## config.mk

```make
export PLATFORM = sky130hd
export DESIGN_NAME = mem_io_bus
export DESIGN_NICKNAME = d
export VERILOG_FILES = /design/src/rtl/mem_io_bus.sv
export SDC_FILE = /design/constraint.sdc
export NUM_CORES = 1
export LEC_CHECK = 0
export CAP_MARGIN = 10
export CELL_PAD_IN_SITES_DETAIL_PLACEMENT = 2
export CELL_PAD_IN_SITES_GLOBAL_PLACEMENT = 2
export CORE_UTILIZATION = 22
export DETAILED_ROUTE_END_ITERATION = 8
export GPL_ROUTABILITY_DRIVEN = 1
export PLACE_DENSITY_LB_ADDON = 0.1
export SLEW_MARGIN = 20
export SYNTH_ARGS = -nofsm -noshare
export SYNTH_HDL_FRONTEND = slang
export SYNTH_SLANG_ARGS = --single-unit
export TNS_END_PERCENT = 30
```

## constraint.sdc

```tcl
create_clock -name clk -period 2.76 [get_ports clk]
set_input_delay 0.552 -clock clk [delete_from_list [all_inputs] [get_ports clk]]
set_output_delay 0.552 -clock clk [all_outputs]
set_load 0.1 [all_outputs]
```

## src/rtl/mem_io_bus.sv

```systemverilog
// Bus controller between the multicycle CPU, a 1-cycle synchronous RAM and NUM_IO
// memory-mapped peripheral channels. Define IO_TIMEOUT_EN to bound every I/O wait.
module mem_io_bus #(
    parameter int DATA_W  = 16,
    parameter int ADDR_W  = 16,
    parameter int NUM_IO  = 4,
    parameter int TIMEOUT = 15
) (
    input  logic                     clk,
    input  logic                     rst,
    input  logic                     cpu_req,
    input  logic                     cpu_we,
    input  logic [ADDR_W-1:0]        cpu_adr,
    input  logic [DATA_W-1:0]        cpu_wdata,
    output logic [DATA_W-1:0]        cpu_rdata,
    output logic                     cpu_ack,
    output logic                     busy,
    output logic                     bus_err,
    output logic                     mem_en,
    output logic                     mem_we,
    output logic [ADDR_W-1:0]        mem_adr,
    output logic [DATA_W-1:0]        mem_wdata,
    input  logic [DATA_W-1:0]        mem_rdata,
    output logic [NUM_IO-1:0]        io_req,
    output logic                     io_we,
    output logic [ADDR_W-3:0]        io_adr,
    output logic [DATA_W-1:0]        io_wdata,
    input  logic [NUM_IO*DATA_W-1:0] io_rdata,
    input  logic [NUM_IO-1:0]        io_ack
);

    typedef enum logic [2:0] {S_IDLE, S_MEM, S_MEM_WAIT, S_IO, S_RESP} state_t;

    localparam int SEL_W = $clog2(NUM_IO);
    localparam int CH_W  = (SEL_W > 0) ? SEL_W : 1;

    state_t              r_state, w_next_state;
    logic                r_we;
    logic [CH_W-1:0]     r_ch;
    logic [DATA_W-1:0]   r_cpu_rdata;
    logic                r_cpu_ack, r_busy;
    logic                r_mem_en, r_mem_we;
    logic [ADDR_W-1:0]   r_mem_adr;
    logic [DATA_W-1:0]   r_mem_wdata;
    logic [NUM_IO-1:0]   r_io_req;
    logic                r_io_we;
    logic [ADDR_W-3:0]   r_io_adr;
    logic [DATA_W-1:0]   r_io_wdata;

    logic [ADDR_W-3:0]   w_offset;
    logic                w_is_io, w_mapped, w_ack, w_timeout;
    logic [CH_W-1:0]     w_ch;
    logic [NUM_IO-1:0]   w_onehot;
    logic [DATA_W-1:0]   w_rslice;

    logic                w_we_nxt;
    logic [CH_W-1:0]     w_ch_nxt;
    logic [DATA_W-1:0]   w_cpu_rdata_nxt;
    logic                w_mem_en_nxt, w_mem_we_nxt;
    logic [ADDR_W-1:0]   w_mem_adr_nxt;
    logic [DATA_W-1:0]   w_mem_wdata_nxt;
    logic [NUM_IO-1:0]   w_io_req_nxt;
    logic                w_io_we_nxt;
    logic [ADDR_W-3:0]   w_io_adr_nxt;
    logic [DATA_W-1:0]   w_io_wdata_nxt;

    // Top two address bits 2'b11 select I/O space; offset bits above the channel select must be 0.
    assign w_offset = cpu_adr[ADDR_W-3:0];
    assign w_is_io  = (cpu_adr[ADDR_W-1:ADDR_W-2] == 2'b11);
    assign w_mapped = ((w_offset >> SEL_W) == '0);
    assign w_ch     = w_offset[CH_W-1:0];
    assign w_ack    = io_ack[r_ch];
    assign w_rslice = io_rdata[r_ch*DATA_W +: DATA_W];

    always_comb begin
        w_onehot       = '0;
        w_onehot[w_ch] = 1'b1;
    end

`ifdef IO_TIMEOUT_EN
    localparam int CNT_W = ($clog2(TIMEOUT + 1) > 0) ? $clog2(TIMEOUT + 1) : 1;

    logic [CNT_W-1:0] r_wait_cnt;
    logic             r_bus_err;
    logic             w_bus_err_nxt;

    assign w_timeout     = (r_wait_cnt == CNT_W'(TIMEOUT));
    assign w_bus_err_nxt = (r_state == S_IO) && !w_ack && w_timeout;
    assign bus_err       = r_bus_err;

    // Counter idles at 0 outside IO, so it starts from 0 on every entry.
    always_ff @(posedge clk) begin
        if (rst) begin
            r_wait_cnt <= '0;
            r_bus_err  <= 1'b0;
        end else begin
            r_bus_err  <= w_bus_err_nxt;
            r_wait_cnt <= (r_state == S_IO) ? r_wait_cnt + CNT_W'(1) : '0;
        end
    end
`else
    assign w_timeout = 1'b0;
    assign bus_err   = 1'b0;
`endif

    // NOTE: synchronous reset clears every register; sequential state updates only with <=.
    always_ff @(posedge clk) begin
        if (rst) begin
            r_state     <= S_IDLE;
            r_we        <= 1'b0;
            r_ch        <= '0;
            r_cpu_rdata <= '0;
            r_cpu_ack   <= 1'b0;
            r_busy      <= 1'b0;
            r_mem_en    <= 1'b0;
            r_mem_we    <= 1'b0;
            r_mem_adr   <= '0;
            r_mem_wdata <= '0;
            r_io_req    <= '0;
            r_io_we     <= 1'b0;
            r_io_adr    <= '0;
            r_io_wdata  <= '0;
        end else begin
            r_state     <= w_next_state;
            r_we        <= w_we_nxt;
            r_ch        <= w_ch_nxt;
            r_cpu_rdata <= w_cpu_rdata_nxt;
            r_cpu_ack   <= (w_next_state == S_RESP);
            r_busy      <= (w_next_state != S_IDLE);
            r_mem_en    <= w_mem_en_nxt;
            r_mem_we    <= w_mem_we_nxt;
            r_mem_adr   <= w_mem_adr_nxt;
            r_mem_wdata <= w_mem_wdata_nxt;
            r_io_req    <= w_io_req_nxt;
            r_io_we     <= w_io_we_nxt;
            r_io_adr    <= w_io_adr_nxt;
            r_io_wdata  <= w_io_wdata_nxt;
        end
    end

    always_comb begin
        w_next_state = r_state;
        case (r_state)
            S_IDLE: begin
                if (cpu_req) begin
                    if (!w_is_io)      w_next_state = S_MEM;
                    else if (w_mapped) w_next_state = S_IO;
                    else               w_next_state = S_RESP;
                end
            end
            S_MEM:      w_next_state = S_MEM_WAIT;
            S_MEM_WAIT: w_next_state = S_RESP;
            S_IO:       if (w_ack || w_timeout) w_next_state = S_RESP;
            S_RESP:     w_next_state = S_IDLE;
            default:    w_next_state = S_IDLE;
        endcase
    end

    // NOTE: every signal gets a default before the case, so no latch can be inferred.
    always_comb begin
        w_we_nxt        = r_we;
        w_ch_nxt        = r_ch;
        w_cpu_rdata_nxt = r_cpu_rdata;
        w_mem_en_nxt    = 1'b0;
        w_mem_we_nxt    = 1'b0;
        w_mem_adr_nxt   = r_mem_adr;
        w_mem_wdata_nxt = r_mem_wdata;
        w_io_req_nxt    = r_io_req;
        w_io_we_nxt     = r_io_we;
        w_io_adr_nxt    = r_io_adr;
        w_io_wdata_nxt  = r_io_wdata;
        case (r_state)
            S_IDLE: begin
                if (cpu_req) begin
                    w_we_nxt = cpu_we;
                    if (!w_is_io) begin
                        w_mem_en_nxt    = 1'b1;
                        w_mem_we_nxt    = cpu_we;
                        w_mem_adr_nxt   = cpu_adr;
                        w_mem_wdata_nxt = cpu_wdata;
                    end else if (w_mapped) begin
                        w_ch_nxt       = w_ch;
                        w_io_req_nxt   = w_onehot;
                        w_io_we_nxt    = cpu_we;
                        w_io_adr_nxt   = w_offset;
                        w_io_wdata_nxt = cpu_wdata;
                    end else begin
                        w_cpu_rdata_nxt = '0;
                    end
                end
            end
            S_MEM_WAIT: w_cpu_rdata_nxt = r_we ? '0 : mem_rdata;
            S_IO: begin
                if (w_ack) begin
                    w_cpu_rdata_nxt = r_we ? '0 : w_rslice;
                    w_io_req_nxt    = '0;
                    w_io_we_nxt     = 1'b0;
                end else if (w_timeout) begin
                    w_cpu_rdata_nxt = '1;
                    w_io_req_nxt    = '0;
                    w_io_we_nxt     = 1'b0;
                end
            end
            default: ;
        endcase
    end

    assign cpu_rdata = r_cpu_rdata;
    assign cpu_ack   = r_cpu_ack;
    assign busy      = r_busy;
    assign mem_en    = r_mem_en;
    assign mem_we    = r_mem_we;
    assign mem_adr   = r_mem_adr;
    assign mem_wdata = r_mem_wdata;
    assign io_req    = r_io_req;
    assign io_we     = r_io_we;
    assign io_adr    = r_io_adr;
    assign io_wdata  = r_io_wdata;

endmodule

```

==> results.toml <==
[outcome]
status = "completed"

[grt]
antenna_found_initial = 0
grt_pass1_vias = 4573
grt_overflow = 0
grt_pass1_wl_um = 25000
grtUsageTotal_pct = 17.5
grt_max_degree = 55

[critical_path]
worst_ep_arrival_time_ns = 2.75
crit_buf_inv = 3
max_stage_delay_ns = 0.57
critPathSlowestCell = "or4_4"
path_cells = "clkdlybuf4s50_1, or4_4, nor4_1, buf_4, a2111o_1, buf_12, mux2i_1"
worstSetupEndpointType = "flip-flop"
critPathLaunchType = "primary input"
crit_fanout = 16
crit_family = "simple AND/OR/NAND/NOR gates"
cp_data_required_time_ns = 3.03
crit_type = "primary input to flip-flop"

[cells_and_area]
area_growth_pct = 60.4
regArea_sq_um = 1820
drive_above_1_share_pct = 20.7
nets = 787
diodes = 0
layout_commonest_cell = "clkdlybuf4s50_1"
final_core_util_pct = 36.2
multiInputGateArea_sq_um = 2080
final_cell_mix = "clkdlybuf4s50_1, buf_4, dfxtp_1, nand2_1, a21oi_1"
fillers = 1990

[clock_tree]
numCtsBuffers = 9
clock_path_buffers = 2
ctsResizeCount = 0
holdBufCountCts = 0
htree_levels = 3
cts_sinks = 91
cts_tree = "built"
clkLatencyLatePin_ns = 0.34
cts_root_buf = "clkbuf_16"
clkTransAtPathRegs_ns = 0.07
post-cts-setup-buffers = 0

[sta]
rsz0062_at_grt = "false"
finalCritPeriodShare_pct = 89.8
fmax_ghz = 0.403
clock-skew-final_ns = 0.00602
finalMaxSlewViolations = 0
worstMarginPinSlew_ns = 0.859
max_slew_margin_pct = 42.8
setup_viol = 0
finalHoldViolCount = 0
fin_crit_ns = 2.48

[synthesis]
syn_area_per_cell_sq_um = 8.68
synth_area_leaders = "dfxtp_1, mux2i_1, a21oi_1"
ys.flop_type = "dfxtp_1"
synth_cell_types = 39
synth_edf_count = 0
ys_ff_latch = 91
synth_cells = 468
synthArstFlopShare_pct = 0
ys_warn_count = 0
synth_top_area_share_pct = 44.8
synth_seq_area_share_pct = 44.8
syn-num-nets = 588
synth_largest_area_cell = "dfxtp_1"
synth_area_sq_um = 4060

[power]
total_power_uw = 3390
p_leak_uw = 0.00251
vdd_drop_max_mv = 0.310
pwr-share-clk_pct = 36.7
combPwrFrac_pct = 22.5
power.switching_uw = 1040
switching_share_pct = 30.8
intPower_uw = 2340
sequentialPowerShare_pct = 40.8
powerDensity_nw_per_um2 = 520

[die]
core_sq_um = 18000
die_w_um = 138
pin_count = 208
rows = 49
die_y_um = 138
die-area_sq_um = 19000
start_util_pct = 22.5

[routing]
ant_nets = 0
drtPass1Iterations = 4
drc = 0
dr.first_iter.drc_count = 96
num_vias = 4177
viasPerCell = 4.64
drt-total-wl_um = 16700
wire_per_inst_um = 18.6

[run]
max_cap_violations = 0

[placement]
dpl.hpwl_um = 12600
io_buffer_count = 206
gp_congestion = 0.691

[min_path]
hold_class = "flip-flop to flip-flop"
[logic make-up (layout without fill, tap and decap cells)]
group / after synthesis / after routing / share of synthesized area, %
other: 1 / 1 / 0.0923
AND/OR/NAND/NOR: 164 / 164 / 20.2
flip-flops: 91 / 91 / 44.8
multiplexers: 55 / 55 / 13.7
AO/OA/AOI/OAI: 115 / 115 / 16.7
buffers and inverters: 42 / 246 / 4.46
[cell usage after synthesis, drive strengths merged (12+ instances only)]
master	instances
dfxtp	91
nand2	63
clkbuf	21
nand3	19
nor2	25
nand2b	21
o21ai	34
buf	18
o2bb2ai	16
a21oi	55
and2	12
mux2i	52
[final timing paths]
kind	cells past startpoint	end	slack [ns]	start
setup / recovery	7	cpu_rdata[11]$_SDFFE_PP0P_	0.28	cpu_adr[5]
hold / removal	2	mem_adr[8]$_SDFFE_PP0P_	0.46	mem_adr[8]$_SDFFE_PP0P_
setup reg to reg	4	io_adr[1]$_SDFFE_PP0P_	0.71	r_state[2]$_SDFF_PP0_
hold reg to reg	2	mem_adr[8]$_SDFFE_PP0P_	0.46	mem_adr[8]$_SDFFE_PP0P_
[routing by layer]
layer / track usage, % / up-vias / share of wire [%]
met4: 3.08 / 0 / 0.66
met5: 0 / - / 0
met3: 5.81 / 9 / 7.9
li1: - / 2017 / -
met1: 20.7 / 2026 / 43
met2: 30.8 / 125 / 49
[power by group through the flow]
| stage | logic, uW | clock network, uW | registers (uW) |
|---|---|---|---|
| 2_1_floorplan | 178 | 0 | 1670 |
| 3_5_place_dp | 768 | 0 | 1410 |
| 6_report | 761 | 1240 | 1380 |
| 5_1_grt | 806 | 1350 | 1390 |
| 3_3_place_gp | 757 | 0 | 1410 |
| 4_1_cts | 772 | 1300 | 1380 |
[worst reg2reg max path: stages, from the launching register on]
cell and delay [ns]:
dfxtp_1 0.41, or4b_1 0.64, or2_2 0.50, o21ai_0 0.26, a21oi_1 0.10
[through the flow]
step | setup TNS, ns | instances | setup WS (ns) | area (sq um) | hold slack, ns
after floorplan | 0 | 468 | 0.131 | 4060 | 0.455
after global placement | -0.384 | 885 | -0.0276 | 6220 | 0.445
after detailed placement | -0.317 | 885 | -0.0431 | 6220 | 0.452
after CTS | 0 | 901 | 0.325 | 6520 | 0.464
after global routing | 0 | 901 | 0.243 | 6520 | 0.483
final | 0 | 901 | 0.280 | 6520 | 0.461
[final cells by class]
class,instances,share of cell area [%]
well taps,229,4.40
clock inverters,5,0.960
multi-input cells,335,31.9
repair buffers,227,31.0
flip-flops and latches,91,28.0
clock buffers,11,3.57
inverters,3,0.173
[state kept, by name, summed over array words and instances, names as in the netlist]
register and count:
mem_wdata 16, r_ch 1, io_wdata 16, mem_adr 16
r_we 1, r_state 3, busy 1, cpu_ack 1
cpu_rdata 16, io_adr 13, io_req 4, mem_we 1
mem_en 1, io_we 1
Power figures use the tool's default switching activity.
